## src/rtl/rr_burst_arbiter_pkg.sv

```systemverilog
// Shared arbitration types and helpers: FSM state encoding, default sizes and
// a behavioural round-robin pick function usable by any arbiter in the tree.
package arb_pkg;

   localparam int ARB_N     = 4;
   localparam int ARB_WW    = 4;
   localparam int PICK_MAXN = 32;

   typedef enum logic {
      ST_IDLE = 1'b0,
      ST_BUSY = 1'b1
   } state_t;

   typedef struct packed {
      logic       found;
      logic [4:0] idx;
   } pick_t;

   // First set bit of req scanning ptr, ptr+1, ... wrapping at n.
   function automatic pick_t rr_pick(input logic [PICK_MAXN-1:0] req,
                                     input int unsigned n,
                                     input int unsigned ptr);
      pick_t r;
      int unsigned j;
      r = '0;
      for (int k = PICK_MAXN - 1; k >= 0; k--) begin
         if (unsigned'(k) < n) begin
            j = ptr + unsigned'(k);
            if (j >= n) j = j - n;
            if (req[j[4:0]]) begin
               r.found = 1'b1;
               r.idx   = j[4:0];
            end
         end
      end
      return r;
   endfunction

endpackage

```

## src/rtl/rr_pick_comb.sv

```systemverilog
// Combinational round-robin picker: rotate req so ptr lands at bit 0,
// priority-encode the lowest set bit, then rotate the index back.
module rr_pick_comb #(
   parameter int N   = 4,
   parameter int IDW = $clog2(N)
) (
   input  logic [N-1:0]   req,
   input  logic [IDW-1:0] ptr,
   output logic           found,
   output logic [IDW-1:0] idx
);

   localparam logic [IDW:0] N_W = (IDW+1)'(N);

   logic [N-1:0]   rot;
   logic [IDW-1:0] off;
   logic [IDW:0]   sum;

   always_comb begin
      rot = N'({req, req} >> ptr);
      off = '0;
      for (int i = N - 1; i >= 0; i--) begin
         if (rot[i]) off = IDW'(i);
      end
      found = |rot;
      sum   = {1'b0, ptr} + {1'b0, off};
      idx   = (sum >= N_W) ? IDW'(sum - N_W) : sum[IDW-1:0];
   end

endmodule

```

## src/rtl/rr_burst_arbiter.sv

```systemverilog
// Weighted round-robin arbiter granting one requester per burst; the grant is
// held until last beat, quota exhaustion, or request withdrawal.
module rr_burst_arbiter
   import arb_pkg::*;
#(
   parameter int N   = ARB_N,
   parameter int WW  = ARB_WW,
   parameter int IDW = $clog2(N)
) (
   input  logic            clk,
   input  logic            rst,
   input  logic [N-1:0]    req,
   input  logic [N-1:0]    last,
   input  logic [N*WW-1:0] weight,
   input  logic            res_ready,
   output logic [N-1:0]    grant,
   output logic            gnt_valid,
   output logic [IDW-1:0]  gnt_id,
   output logic            beat
);

   localparam logic [IDW-1:0] LAST_ID = IDW'(N - 1);

   state_t         state, state_nx;
   logic [IDW-1:0] ptr, ptr_nx, id_nx;
   logic [N-1:0]   grant_nx;
   logic [WW-1:0]  q, q_nx, cnt, cnt_nx, w_sel;
   logic [WW:0]    cnt_inc;
   logic           pick_found, rel;
   logic [IDW-1:0] pick_idx;

   rr_pick_comb #(.N(N), .IDW(IDW)) u_pick (
      .req   (req),
      .ptr   (ptr),
      .found (pick_found),
      .idx   (pick_idx)
   );

   // Handshake: a beat moves when the grant is valid, the granted requester
   // has a beat (req) and the resource is ready; either side may stall.
   assign gnt_valid = |grant;
   assign beat      = gnt_valid & req[gnt_id] & res_ready;
   assign cnt_inc   = (WW+1)'(cnt) + (WW+1)'(1);

   always_comb begin
      w_sel = '0;
      for (int i = 0; i < N; i++) begin
         if (pick_idx == IDW'(i)) w_sel = weight[i*WW +: WW];
      end
   end

   always_comb begin
      state_nx = state;
      ptr_nx   = ptr;
      grant_nx = grant;
      id_nx    = gnt_id;
      q_nx     = q;
      cnt_nx   = cnt;
      rel      = 1'b0;
      case (state)
         ST_IDLE: begin
            if (pick_found) begin
               grant_nx = N'(1) << pick_idx;
               id_nx    = pick_idx;
               q_nx     = (w_sel == '0) ? WW'(1) : w_sel;
               cnt_nx   = '0;
               state_nx = ST_BUSY;
            end
         end
         ST_BUSY: begin
            if (!req[gnt_id]) begin
               rel = 1'b1;
            end else if (beat) begin
               cnt_nx = cnt_inc[WW-1:0];
               if (last[gnt_id] || cnt_inc == {1'b0, q}) rel = 1'b1;
            end
            // The releasing requester drops to lowest priority.
            if (rel) begin
               grant_nx = '0;
               id_nx    = '0;
               ptr_nx   = (gnt_id == LAST_ID) ? '0 : gnt_id + IDW'(1);
               state_nx = ST_IDLE;
            end
         end
         default: begin
            grant_nx = '0;
            id_nx    = '0;
            state_nx = ST_IDLE;
         end
      endcase
   end

   always_ff @(posedge clk) begin
      if (rst) begin
         state  <= ST_IDLE;
         ptr    <= '0;
         grant  <= '0;
         gnt_id <= '0;
         q      <= '0;
         cnt    <= '0;
      end else begin
         state  <= state_nx;
         ptr    <= ptr_nx;
         grant  <= grant_nx;
         gnt_id <= id_nx;
         q      <= q_nx;
         cnt    <= cnt_nx;
      end
   end

endmodule

```

## config.mk

```make
export PLATFORM = sky130hd
export DESIGN_NAME = rr_burst_arbiter
export DESIGN_NICKNAME = d
export VERILOG_FILES = /design/src/rtl/rr_burst_arbiter_pkg.sv /design/src/rtl/rr_pick_comb.sv /design/src/rtl/rr_burst_arbiter.sv
export SDC_FILE = /design/constraint.sdc
export NUM_CORES = 1
export LEC_CHECK = 0
export ABC_AREA = 1
export BUFFER_PORTS_ARGS = -buffer_cell sky130_fd_sc_hd__buf_2
export CORE_UTILIZATION = 53
export CTS_BUF_LIST = sky130_fd_sc_hd__clkbuf_2 sky130_fd_sc_hd__clkbuf_4 sky130_fd_sc_hd__clkbuf_8
export CTS_CLUSTER_SIZE = 25
export DETAILED_ROUTE_END_ITERATION = 6
export PLACE_DENSITY = 0.82
export SLEW_MARGIN = 25
export SYNTH_ARGS = -nofsm -noshare
export SYNTH_HDL_FRONTEND = slang
export SYNTH_SLANG_ARGS = --single-unit
```

## constraint.sdc

```tcl
create_clock -name clk -period 2.8 [get_ports clk]
set_input_delay 0.56 -clock clk [delete_from_list [all_inputs] [get_ports clk]]
set_output_delay 0.56 -clock clk [all_outputs]
set_load 0.02 [all_outputs]
```

==> results.md <==
- Io pins: 35
- Worst reg2reg endpoint: q[0]$_SDFFE_PP0P_
- Worst-Skew Late Latency: 0.28 ns
- Root buffer cell: clkbuf_4
- Antenna cells: 0
- Area Overhead vs Synth: 18.8%
- Vias in the first global route: 1167
- FP Rows: 16
- DP HPWL: 2.30 mm
- Max-cap viol count: 0
- CORE AREA: 2040 µm²
- Final RePlAce weighted congestion: 0.858
- Worst Hold End: cnt[3]$_SDFFE_PP0P_
- Worst Max-Slew Pin Slew: 0.404 ns
- Area of the mapped netlist: 1190 µm²
- Largest net degree at the start of global routing: 14
- R2r setup slk: 0.32 ns
- RSZ-0062 raised after global routing: false
- Setup_tns: 0 ns
- Final slew viol count: 0
- Synthesized flop and latch total: 17
- Post-synthesis cell type count: 26
- Fraction of layout cells with a size suffix above 1: 23.4%
- R2R Path Start: ptr[0]$_SDFFE_PP0P_
- Via-to-Cell Ratio: 5.32
- Syn_area_per_cell: 6.37 µm²
- Commonest cells after routing, fill and taps aside: 47 x nand2_1, 34 x buf_2, 27 x nand3_1
- # resized after CTS: 0
- Status: completed
- Port buffer count: 34
- EDFF count, synth: 0
- Initial antenna violation count: 0
- Gr usage total: 25.0%
- Min Tclk post-route: 2.48 ns
- CP arrival: 2.69 ns
- Final WL: 2.94 mm
- Critical path class: flip-flop to flip-flop
- Clk sinks: 17
- Num CTS Buffers: 3
- Most common cell after layout, fill and taps aside: nand2_1
- Clock skew: 0.00759 ns
- Worst ir drop on vdd: 778 µV
- PwrDens: 1160 nW/µm²
- CTS tree: yes
- Relative slew slack: 72.8%
- Leakage dissipation: 0.712 nW
- Global-route wire length before repair: 4.71 mm
- Critical path data required time: 3.01 ns
- Vias: 1325
- Synth warn: 0
- R2r worst-path depth: 16
- HP Start: cnt[3]$_SDFFE_PP0P_
- Register area share after synthesis: 28.6%
- Final setup viols: 0
- Tcrit/Tclk final: 88.5%
- Cell count after synthesis: 187
- Die ar.: 2440 µm²
- Ys async rst share: 0%
- Grt total ovfl: 0
- Post-CTS setup buffer count: 0
- Initial DRC Count: 25
- Routed WL per cell: 11.8 µm
- # nets final: 253
- Syn_nets: 217
- H-tree depth: 1
- Maximum clock path buffer count: 2
- Util after Layout: 69.3%
- Final Hold Viols: 0
- Hold Path Cell Cnt: 2
- CTS clk-pin slew, worst paths: 0.09 ns
- # hold bufs at CTS: 0
- Worst min path class: flip-flop to flip-flop
- Routed Antenna Nets: 0
- Crit-path max FO: 10
- Fmax: 404 MHz
- Top_reg_cell synth: dfxtp_1
- Die height: 49.4 µm
- Filler Cell Count: 202
- Die W: 49.4 µm
- Type of destination of the critical path: flip-flop
- Initial Util: 58.3%
- Residual DRC: 0
- Detailed Routing Iterations Pass 1: 4
- CP Launch Type: flip-flop
==> worst max-delay path, cell delays in order (launching register included) <==
cell and delay [ns]:
dfxtp_1 0.47, inv_2 0.08, nand2_1 0.08, nand3_1 0.07
nand2_1 0.11, nand3_1 0.07, a21boi_0 0.20, ha_1 0.20
xnor2_1 0.20, inv_1 0.13, nand2_4 0.13, nand2_4 0.10
nand3_1 0.08, nand3_1 0.08, nor2_1 0.17, nand3_1 0.10
a21oi_1 0.13
==> worst max path at each step <==
stage / from / to / slack, ns / cells past startpoint
2_1_floorplan: req[1] / q[0]$_SDFFE_PP0P_ / 0.62 / 13
3_3_place_gp: req[1] / q[0]$_SDFFE_PP0P_ / 0.35 / 16
3_5_place_dp: req[1] / q[0]$_SDFFE_PP0P_ / 0.20 / 16
4_1_cts: ptr[0]$_SDFFE_PP0P_ / q[0]$_SDFFE_PP0P_ / 0.32 / 16
5_1_grt: ptr[0]$_SDFFE_PP0P_ / q[0]$_SDFFE_PP0P_ / 0.09 / 16
6_report: ptr[0]$_SDFFE_PP0P_ / q[0]$_SDFFE_PP0P_ / 0.32 / 16
==> synthesized netlist by cell type (2+ instances only) <==
library cell,number,share of area [%]
a21oi_1,20,8.4
buf_2,2,0.84
clkbuf_1,2,0.63
dfxtp_1,17,29
ha_1,3,3.2
inv_1,19,6.0
inv_2,3,0.95
nand2_1,47,15
nand2_2,3,1.6
nand2_4,3,2.8
nand3_1,27,11
nand4_1,6,3.2
nor2_1,14,4.4
o21ai_0,6,2.5
xnor2_1,2,1.5
xor2_1,3,2.2
==> per-layer routing <==
layer	share of wire [%]	vias to the layer above	wire, µm	GRT usage, %
met2	48	51	1420	45.2
met1	46	582	1340	28.4
met5	0	-	0	0
met4	0.92	0	27	9.52
li1	-	688	-	-
met3	4.9	4	144	5.30
==> cells by family after synthesis <==
group           share of synthesized area, %
compound gates                          14.2
fa+ha+maj                               3.15
buf+inv                                 8.82
flops                                   28.6
xor+xnor                                3.68
simple gates                            41.6
==> state kept, by name, summed over array words and instances, names as in the netlist <==
signal  cells
cnt         4
state       1
grant       4
ptr         2
q           4
gnt_id      2
==> metrics by stage <==
stage	cells	power, mW	setup slack (ns)	hold WS (ns)	instance area, µm²
after floorplan	187	1.25	0.619	0.433	1190
after global placement	245	1.44	0.346	0.448	1390
after detailed placement	245	1.49	0.203	0.466	1390
after CTS	249	1.63	0.324	0.480	1420
after global routing	249	1.80	0.0878	0.501	1420
final	249	1.64	0.323	0.483	1420
==> where the power goes <==
| part | switching [mW] | internal (mW) |
|---|---|---|
| clock network | 0.0701 | 0.0650 |
| registers | 0.0750 | 0.314 |
| logic | 0.736 | 0.375 |
==> final cells by class <==
| type | count | area, µm² | share of cell area [%] |
|---|---|---|---|
| Inverter | 23 | 87.6 | 6.19 |
| Clock buffer | 4 | 30.0 | 2.12 |
| Timing Repair Buffer | 35 | 178 | 12.6 |
| Tap cell | 27 | 33.8 | 2.39 |
| Multi-Input combinational cell | 143 | 746 | 52.7 |
| Sequential cell | 17 | 340 | 24.0 |
No activity file was read; power rests on OpenSTA's default activity.
